**config.mk**
```make
export PLATFORM = sky130hd
export DESIGN_NAME = reg_to_axi_lite_dw
export DESIGN_NICKNAME = d
export VERILOG_FILES = /design/src/rtl/reg_to_axi_lite_dw_pkg.sv /design/src/rtl/reg_to_axi_lite_dw_steer.sv /design/src/rtl/reg_to_axi_lite_dw.sv
export SDC_FILE = /design/constraint.sdc
export NUM_CORES = 1
export LEC_CHECK = 0
export BUFFER_PORTS_ARGS = -buffer_cell sky130_fd_sc_hd__buf_4
export CORE_AREA = 3 3 125 127
export CTS_BUF_LIST = sky130_fd_sc_hd__clkbuf_4
export DETAILED_ROUTE_END_ITERATION = 16
export DIE_AREA = 0 0 128 130
export PLACE_DENSITY = 0.8
export SLEW_MARGIN = 20
export SYNTH_ARGS = -nofsm -noshare
export SYNTH_HDL_FRONTEND = slang
export SYNTH_SLANG_ARGS = --single-unit
```
**constraint.sdc**
```tcl
create_clock -name clk_i -period 2 [get_ports clk_i]
set_input_delay 0.2 -clock clk_i [delete_from_list [all_inputs] [get_ports clk_i]]
set_output_delay 0.2 -clock clk_i [all_outputs]
set_load 0.1 [all_outputs]
```
**src/rtl/reg_to_axi_lite_dw_pkg.sv**
```systemverilog
// Shared types and helpers for the Regbus to AXI4-Lite upsizing bridge.
// Default bus structs match a 32-bit Regbus and a 64-bit AXI4-Lite port.
package reg_to_axi_lite_dw_pkg;

    typedef enum logic [2:0] {
        IDLE,
        SEND,
        WAIT,
        RSP,
        TOUT,
        DRAIN
    } state_e;

    localparam logic [1:0] RESP_OKAY   = 2'b00;
    localparam logic [1:0] RESP_EXOKAY = 2'b01;
    localparam logic [1:0] RESP_SLVERR = 2'b10;
    localparam logic [1:0] RESP_DECERR = 2'b11;

    typedef struct packed {
        logic [31:0] addr;
        logic        write;
        logic [31:0] wdata;
        logic [3:0]  wstrb;
        logic        valid;
    } regbus_req_t;

    typedef struct packed {
        logic [31:0] rdata;
        logic        error;
        logic        ready;
    } regbus_rsp_t;

    typedef struct packed {
        logic [31:0] addr;
        logic [2:0]  prot;
    } axil_ax_t;

    typedef struct packed {
        logic [63:0] data;
        logic [7:0]  strb;
    } axil_w_t;

    typedef struct packed {
        logic [1:0] resp;
    } axil_b_t;

    typedef struct packed {
        logic [63:0] data;
        logic [1:0]  resp;
    } axil_r_t;

    typedef struct packed {
        axil_ax_t aw;
        logic     aw_valid;
        axil_w_t  w;
        logic     w_valid;
        logic     b_ready;
        axil_ax_t ar;
        logic     ar_valid;
        logic     r_ready;
    } axil_req_t;

    typedef struct packed {
        logic    aw_ready;
        logic    w_ready;
        axil_b_t b;
        logic    b_valid;
        logic    ar_ready;
        axil_r_t r;
        logic    r_valid;
    } axil_rsp_t;

    // Width of the lane index; kept at least 1 so the port always exists.
    function automatic int unsigned lane_idx_w(int unsigned n);
        return (n > 1) ? $clog2(n) : 1;
    endfunction

    function automatic logic resp_err(logic [1:0] resp);
        return resp != RESP_OKAY;
    endfunction

endpackage

```
**src/rtl/reg_to_axi_lite_dw_steer.sv**
```systemverilog
// Byte-lane steering between the narrow Regbus word and the wide AXI beat.
// Write data is replicated; strobes and read data follow the selected lane.
module reg_to_axi_lite_dw_steer
    import reg_to_axi_lite_dw_pkg::*;
#(
    parameter int unsigned RegDataWidth = 32,
    parameter int unsigned AxiDataWidth = 64,
    localparam int unsigned N = AxiDataWidth / RegDataWidth,
    localparam int unsigned LaneW = lane_idx_w(N)
) (
    input  logic [LaneW-1:0]          lane,
    input  logic [RegDataWidth-1:0]   wdata,
    input  logic [RegDataWidth/8-1:0] wstrb,
    input  logic [AxiDataWidth-1:0]   r_data,
    output logic [AxiDataWidth-1:0]   w_data,
    output logic [AxiDataWidth/8-1:0] w_strb,
    output logic [RegDataWidth-1:0]   rdata
);

    localparam int unsigned SW = RegDataWidth / 8;

    always_comb begin
        w_data = {N{wdata}};
        w_strb = '0;
        w_strb[lane*SW +: SW] = wstrb;
        rdata = r_data[lane*RegDataWidth +: RegDataWidth];
    end

endmodule

```
**src/rtl/reg_to_axi_lite_dw.sv**
```systemverilog
// Regbus to AXI4-Lite bridge with upsizing, one outstanding request,
// resp-to-error mapping and an optional response timeout with drain.
module reg_to_axi_lite_dw
    import reg_to_axi_lite_dw_pkg::*;
#(
    parameter int unsigned RegDataWidth  = 32,
    parameter int unsigned AxiDataWidth  = 64,
    parameter int unsigned RegAddrWidth  = 32,
    parameter int unsigned AxiAddrWidth  = 32,
    parameter int unsigned TimeoutCycles = 0,
    parameter logic [2:0]  AxiProt       = 3'b000,
    parameter type reg_req_t      = regbus_req_t,
    parameter type reg_rsp_t      = regbus_rsp_t,
    parameter type axi_lite_req_t = axil_req_t,
    parameter type axi_lite_rsp_t = axil_rsp_t
) (
    input  logic          clk_i,
    input  logic          rst_ni,
    input  reg_req_t      reg_req_i,
    output reg_rsp_t      reg_rsp_o,
    output axi_lite_req_t axi_lite_req_o,
    input  axi_lite_rsp_t axi_lite_rsp_i,
    output logic          busy_o,
    output logic          timeout_o
);

    localparam int unsigned N      = AxiDataWidth / RegDataWidth;
    localparam int unsigned LaneW  = lane_idx_w(N);
    localparam int unsigned LaneLo = $clog2(RegDataWidth / 8);

    state_e state_q, state_d;

    logic [RegAddrWidth-1:0]   addr_q;
    logic                      write_q;
    logic [RegDataWidth-1:0]   wdata_q;
    logic [RegDataWidth/8-1:0] wstrb_q;
    logic                      ar_done_q, aw_done_q, w_done_q;
    logic [RegDataWidth-1:0]   rdata_q;
    logic                      error_q;

    logic [LaneW-1:0]          lane;
    logic [AxiAddrWidth-1:0]   axi_addr;
    logic [AxiDataWidth-1:0]   w_data;
    logic [AxiDataWidth/8-1:0] w_strb;
    logic [RegDataWidth-1:0]   lane_rdata;

    logic send_ph, rsp_ph, req_done_q, req_done_nx;
    logic ar_valid, aw_valid, w_valid, r_ready, b_ready;
    logic ar_hs, aw_hs, w_hs, rsp_hs, expire;

    if (N > 1) begin : g_lane
        assign lane = addr_q[LaneLo +: LaneW];
    end else begin : g_lane0
        assign lane = '0;
    end

    assign axi_addr = AxiAddrWidth'(addr_q);

    reg_to_axi_lite_dw_steer #(
        .RegDataWidth (RegDataWidth),
        .AxiDataWidth (AxiDataWidth)
    ) u_steer (
        .lane   (lane),
        .wdata  (wdata_q),
        .wstrb  (wstrb_q),
        .r_data (axi_lite_rsp_i.r.data),
        .w_data (w_data),
        .w_strb (w_strb),
        .rdata  (lane_rdata)
    );

    // Requests stay offered through TOUT and DRAIN until accepted.
    assign send_ph  = state_q inside {SEND, TOUT, DRAIN};
    assign ar_valid = send_ph & ~write_q & ~ar_done_q;
    assign aw_valid = send_ph &  write_q & ~aw_done_q;
    assign w_valid  = send_ph &  write_q & ~w_done_q;

    assign ar_hs = ar_valid & axi_lite_rsp_i.ar_ready;
    assign aw_hs = aw_valid & axi_lite_rsp_i.aw_ready;
    assign w_hs  = w_valid  & axi_lite_rsp_i.w_ready;

    assign req_done_q  = write_q ? (aw_done_q & w_done_q) : ar_done_q;
    assign req_done_nx = write_q ?
        ((aw_done_q | aw_hs) & (w_done_q | w_hs)) : (ar_done_q | ar_hs);

    assign rsp_ph  = (state_q == WAIT) ||
                     ((state_q inside {TOUT, DRAIN}) && req_done_q);
    assign r_ready = rsp_ph & ~write_q;
    assign b_ready = rsp_ph &  write_q;
    assign rsp_hs  = write_q ? (b_ready & axi_lite_rsp_i.b_valid)
                             : (r_ready & axi_lite_rsp_i.r_valid);

    if (TimeoutCycles > 0) begin : g_tout
        localparam int unsigned CntW = $clog2(TimeoutCycles + 1);
        logic [CntW-1:0] cnt_q;

        always_ff @(posedge clk_i or negedge rst_ni) begin
            if (!rst_ni) begin
                cnt_q <= '0;
            end else if (state_q == IDLE) begin
                cnt_q <= '0;
            end else if (state_q inside {SEND, WAIT}) begin
                cnt_q <= cnt_q + CntW'(1);
            end
        end

        assign expire = (state_q inside {SEND, WAIT}) &&
                        (cnt_q == CntW'(TimeoutCycles - 1));
    end else begin : g_no_tout
        assign expire = 1'b0;
    end

    always_ff @(posedge clk_i or negedge rst_ni) begin
        if (!rst_ni) begin
            state_q   <= IDLE;
            addr_q    <= '0;
            write_q   <= 1'b0;
            wdata_q   <= '0;
            wstrb_q   <= '0;
            ar_done_q <= 1'b0;
            aw_done_q <= 1'b0;
            w_done_q  <= 1'b0;
            rdata_q   <= '0;
            error_q   <= 1'b0;
        end else begin
            state_q <= state_d;
            if (state_q == IDLE && reg_req_i.valid) begin
                addr_q    <= reg_req_i.addr;
                write_q   <= reg_req_i.write;
                wdata_q   <= reg_req_i.wdata;
                wstrb_q   <= reg_req_i.wstrb;
                ar_done_q <= 1'b0;
                aw_done_q <= 1'b0;
                w_done_q  <= 1'b0;
            end else begin
                if (ar_hs) ar_done_q <= 1'b1;
                if (aw_hs) aw_done_q <= 1'b1;
                if (w_hs)  w_done_q  <= 1'b1;
            end
            if (state_q == WAIT && rsp_hs) begin
                rdata_q <= write_q ? '0 : lane_rdata;
                error_q <= resp_err(write_q ? axi_lite_rsp_i.b.resp
                                            : axi_lite_rsp_i.r.resp);
            end
        end
    end

    // A response in the expiry cycle takes priority over the timeout.
    always_comb begin
        state_d = state_q;
        unique case (state_q)
            IDLE:    if (reg_req_i.valid) state_d = SEND;
            SEND: begin
                if (expire)           state_d = TOUT;
                else if (req_done_nx) state_d = WAIT;
            end
            WAIT: begin
                if (rsp_hs)      state_d = RSP;
                else if (expire) state_d = TOUT;
            end
            RSP:     state_d = IDLE;
            TOUT:    state_d = rsp_hs ? IDLE : DRAIN;
            DRAIN:   if (rsp_hs) state_d = IDLE;
            default: state_d = IDLE;
        endcase
    end

    always_comb begin
        reg_rsp_o       = '0;
        reg_rsp_o.ready = (state_q == RSP) || (state_q == TOUT);
        reg_rsp_o.error = (state_q == RSP) ? error_q : (state_q == TOUT);
        reg_rsp_o.rdata = (state_q == RSP) ? rdata_q : '0;
    end

    always_comb begin
        axi_lite_req_o          = '0;
        axi_lite_req_o.aw.addr  = axi_addr;
        axi_lite_req_o.aw.prot  = AxiProt;
        axi_lite_req_o.aw_valid = aw_valid;
        axi_lite_req_o.w.data   = w_data;
        axi_lite_req_o.w.strb   = w_strb;
        axi_lite_req_o.w_valid  = w_valid;
        axi_lite_req_o.b_ready  = b_ready;
        axi_lite_req_o.ar.addr  = axi_addr;
        axi_lite_req_o.ar.prot  = AxiProt;
        axi_lite_req_o.ar_valid = ar_valid;
        axi_lite_req_o.r_ready  = r_ready;
    end

    assign busy_o    = state_q != IDLE;
    assign timeout_o = state_q == TOUT;

endmodule

```
* After elaboration in Yosys (flattened, before gate mapping) *
Index checks and enable logic that the tools add are counted.

storage, ports and cells
  input port bits = 145
  register bits after elaboration = 108

operators by class
  reduce and logical (&&, ||, !) cells = 14
  shifts and indexed selects = 3
  eq/ne operators = 9
  muxes and demuxes = 19
  add/sub/neg operators = 1
  bitwise operators = 22

operators by type and width
  operator                                                                number
  32-bit 2-to-1 mux                                                       2
  64-bit by 7-bit indexed part select with 32-bit output                  1
  3-bit negator with 34-bit output                                        1
  4-bit by 34-bit variable shift with 8-bit output, first input constant  1
  4-bit by 34-bit indexed part select with 8-bit output                   1
  3-bit 2-to-1 mux                                                        5
  3-bit case mux with 5 select lines                                      1
  1-bit AND                                                               14
  1-bit 2-to-1 mux                                                        10
  2-bit nonzero test                                                      5
  8-bit AND                                                               1
  2-bit != test, second input constant                                    4
  3-bit by 2-bit equality test with 1-bit output, second input constant   2
  3-bit equality test, second input constant                              2
  3-bit nonzero test                                                      2
  1-bit NOT                                                               4
  4-bit AND reduction                                                     1
  3-bit by 1-bit equality test with 1-bit output, second input constant   1
  1-bit logical AND                                                       3
  3-bit zero test                                                         1
  1-bit OR                                                                3
  1-bit logical OR                                                        2
  2-bit 2-to-1 mux                                                        1

* Logic depth before layout (Yosys ltp) *
  depth in word-level cells = 10
  mapped depth = 7

* Hierarchy *
A second synthesis with hierarchy kept.

second synthesis, totals
  cells, all modules = 496
  area total of the unflattened synthesis = 6323.6 um2

modules (own cells, without submodules)
  module                    times used  cells each  area an instance (um2)  sequential area each (um2)
  reg_to_axi_lite_dw        1           388         5383.9                  2702.6
  reg_to_axi_lite_dw_steer  1           108         939.7                   0.0

* Worst setup path before layout *
Ideal clock, no wire load.

  kind = reg2out
  start = reg state_q[1]
  end = out reg_rsp_o[1] in the netlist's numbering
  arrival time = 2.704 ns
  data required time = 1.800 ns
  cell stages (with the launch flop) = 5
  path slack = -0.904 ns
  path through = dfrtp_1 buf_6 nand2b_1 nor2_1 a21o_1

RTL lines
  element                   line                       text
  start: declaration        reg_to_axi_lite_dw.sv:31   state_e state_q, state_d;
  start signal: assignment  reg_to_axi_lite_dw.sv:126  state_q <= state_d;
  end: declaration          reg_to_axi_lite_dw.sv:20   output reg_rsp_t reg_rsp_o,

==> impl_metrics.csv <==
group,metric,value,unit
synthesis,synth_area,5460,um^2
die,initial_core_util,37.5,%
synthesis,ys_seq_area_share,49.5,%
placed_design,place_ws,0.278,ns
placed_design,dp.cells,885,
die,pin_count,328,
detailed_routing,viasPerCell,4.70,
layout,regArea,2710,um^2
detailed_routing,drc,0,
clock_network,cts_root_buf,"clkbuf_4",
synthesis,async_flop_share,100,%
die,core,14500,um^2
global_route,antenna_found_initial,2,
detailed_routing,ant_nets,0,
layout,multiInputGateArea,2100,um^2
layout,area_growth_syn_to_layout,67.6,%
detailed_routing,drt_iter0_drc,156,
synthesis,post_synth_num_cell_types,38,
placed_design,post-dp-hpwl,11200,um
die,die_y,130,um
setup_path,critPathLaunchType,"register",
clock_network,cts_buffer_depth,2,
sta,hold_slack,0.0591,ns
detailed_routing,wl_per_cell,17.0,um
placed_design,place_congestion,0.760,
clock_network,htreeDepth,3,
sta,min_period,1.95,ns
global_route,grt_first_pass_wirelength,25700,um
clock_network,cts_tree,"done",
synthesis,ys.flop_type,"dfrtp_1",
clock_network,clk_latency,0.47,ns
clock_network,numCtsBuffers,9,
sta,rsz0062_at_grt,"true",
hold_path,min_path_type,"in -> reg",
sta,tightest_slew,0.635,ns
layout,final_cells,994,
synthesis,yosys.area.top_type_share,49.5,%
sta,maxSlewViolCount,0,
global_route,grt_max_degree,109,
sta,finalCritPeriodShare,97.6,%
detailed_routing,first_pass_iters,4,
die,dieWidth,128,um
layout,final_layout_size_suffix_gt1_share,57.9,%
layout,postLayoutCoreUtil,62.9,%
setup_path,ff2ff_setup_slack,0.21,ns
synthesis,synth_warnings,0,
clock_network,cts.sinks,108,
outcome,status,"finished clean",
detailed_routing,vias,4667,
synthesis,synth_top_cell_by_area,"dfrtp_1",
sta,setup_slack,0.0478,ns
layout,fillers,1092,
setup_path,crit_arrival,1.75,ns
die,rows,44,
layout,nets,948,
sta,finalSetupViolCount,0,
detailed_routing,wl,16900,um
global_route,overflow,0,
global_route,grt_pass1_vias,5026,
setup_path,worstSetupPathType,"reg -> out",
placed_design,portBuffers,321,
setup_path,cp-end-kind,"primary output",
sta,max_freq,512,MHz
setup_path,cp_max_fo,34,
setup_path,cp_data_required_time,1.80,ns
sta,hold_viol,0,
clock_network,clkTransAtPathRegs,0.18,ns
synthesis,ys_ff_latch,108,
die,dieArea,16600,um^2
synthesis,synth_cells,468,
synthesis,avgSynthCellArea,11.7,um^2
sta,slew_headroom,57.7,%
synthesis,synthTopCellsByArea,"dfrtp_1 50%, mux2_2 13%, buf_4 10%",
global_route,grt_util_all_layers,19.6,%
run,drv_cap,0,
synthesis,synth-edff-count,0,
sta,finClkSkew,0.0232,ns
[final cells by class]
cell class | instances | area share [%]
inverters | 2 | 0.0821
well taps | 184 | 2.52
multi-input cells | 258 | 22.9
repair buffers | 424 | 42.9
flip-flops and latches | 108 | 29.6
diodes | 2 | 0.0547
clock buffers | 9 | 0.739
clock inverters | 7 | 1.18
[cells in the mapped netlist, types with 2 or more instances]
| master | count |
|---|---|
| a21oi_1 | 4 |
| and2_1 | 36 |
| buf_1 | 2 |
| buf_2 | 8 |
| buf_4 | 76 |
| buf_6 | 8 |
| clkbuf_1 | 11 |
| dfrtp_1 | 108 |
| inv_1 | 2 |
| mux2_1 | 5 |
| mux2_2 | 63 |
| mux2i_1 | 33 |
| nand2_1 | 38 |
| nand3b_1 | 2 |
| nor2_1 | 9 |
| nor2b_1 | 5 |
| o21ai_0 | 4 |
| o31ai_1 | 33 |
| or3_1 | 2 |
[cell families (layout without fill, tap and decap cells)]
family	count (synthesis)	in the layout	share of synthesized area (%)
flops	108	108	49.5
buf+inv	107	442	13.9
simple gates	102	102	9.95
mux	101	101	20.1
compound gates	49	49	6.49
other cells	1	8	0.0687
[state kept, by name, summed over array words and instances (netlist names)]
register	count
addr_q	32
rdata_q	32
wdata_q	32
wstrb_q	4
state_q	3
ar_done_q	1
aw_done_q	1
error_q	1
w_done_q	1
write_q	1
[path summary, 6_finish.rpt]
kind | cells after the start | from | endpoint
max in group asynchronous | 3 | rst_ni | addr_q[2]
min in group asynchronous | 3 | rst_ni | rdata_q[13]
setup reg to reg | 5 | write_q | error_q
hold / removal | 3 | axi_lite_rsp_i[12] | rdata_q[9]
setup / recovery | 4 | state_q[2] | reg_rsp_o[3]
hold reg to reg | 2 | rdata_q[2] | rdata_q[2]
[critical path, stage by stage, from the launching register on]
cell and delay (ns):
dfrtp_2 0.49, and3b_2 0.27, buf_12 0.16, and2_2 0.19, buf_12 0.17
[placed cells by master (no fill, tap or decap), types with 3 or more instances in the layout]
cell	instances
buf_4	295
dfrtp_1	103
dlygate4sd3_1	82
mux2_2	63
buf_12	41
nand2_1	38
mux2i_1	33
o31ai_1	33
and2_2	29
clkbuf_4	9
and2_1	6
conb_1	6
buf_6	6
nor2b_1	5
nor2_1	5
mux2_1	5
dfrtp_2	5
o21ai_0	4
a21oi_1	3
[routing by layer]
layer  part of all wire (%)  vias to the layer above  global-route usage [%]  wire [um]
met3                    7.3                       21                    4.87       1230
li1                       -                     2191                       -          -
met4                    1.8                        0                    6.87        301
met1                     37                     2251                    22.1       6280
met5                      0                        -                       0          0
met2                     54                      204                    36.2       9040
[repair_timing]
action | 4_1_cts | 5_1_grt
endpoints found under the hold margin | 185 | 0
hold buffers | 82 | 0
pin swaps | 0 | 1
gates cloned | 0 | 0
gates resized for setup | 115 | 13
endpoints found under the setup margin | 39 | 39
setup buffers | 7 | 2
[per-stage QoR]
stage / instance area [um^2] / setup TNS, ns
global placement: 7560 / 0
global route: 9150 / -1.57
CTS: 9080 / -0.198
finish: 9150 / 0
floorplan: 5520 / -1.09
detailed placement: 7560 / 0
Power is not shown: default switching activity piles up to over one toggle a cycle in this logic, so the estimate is an artifact.
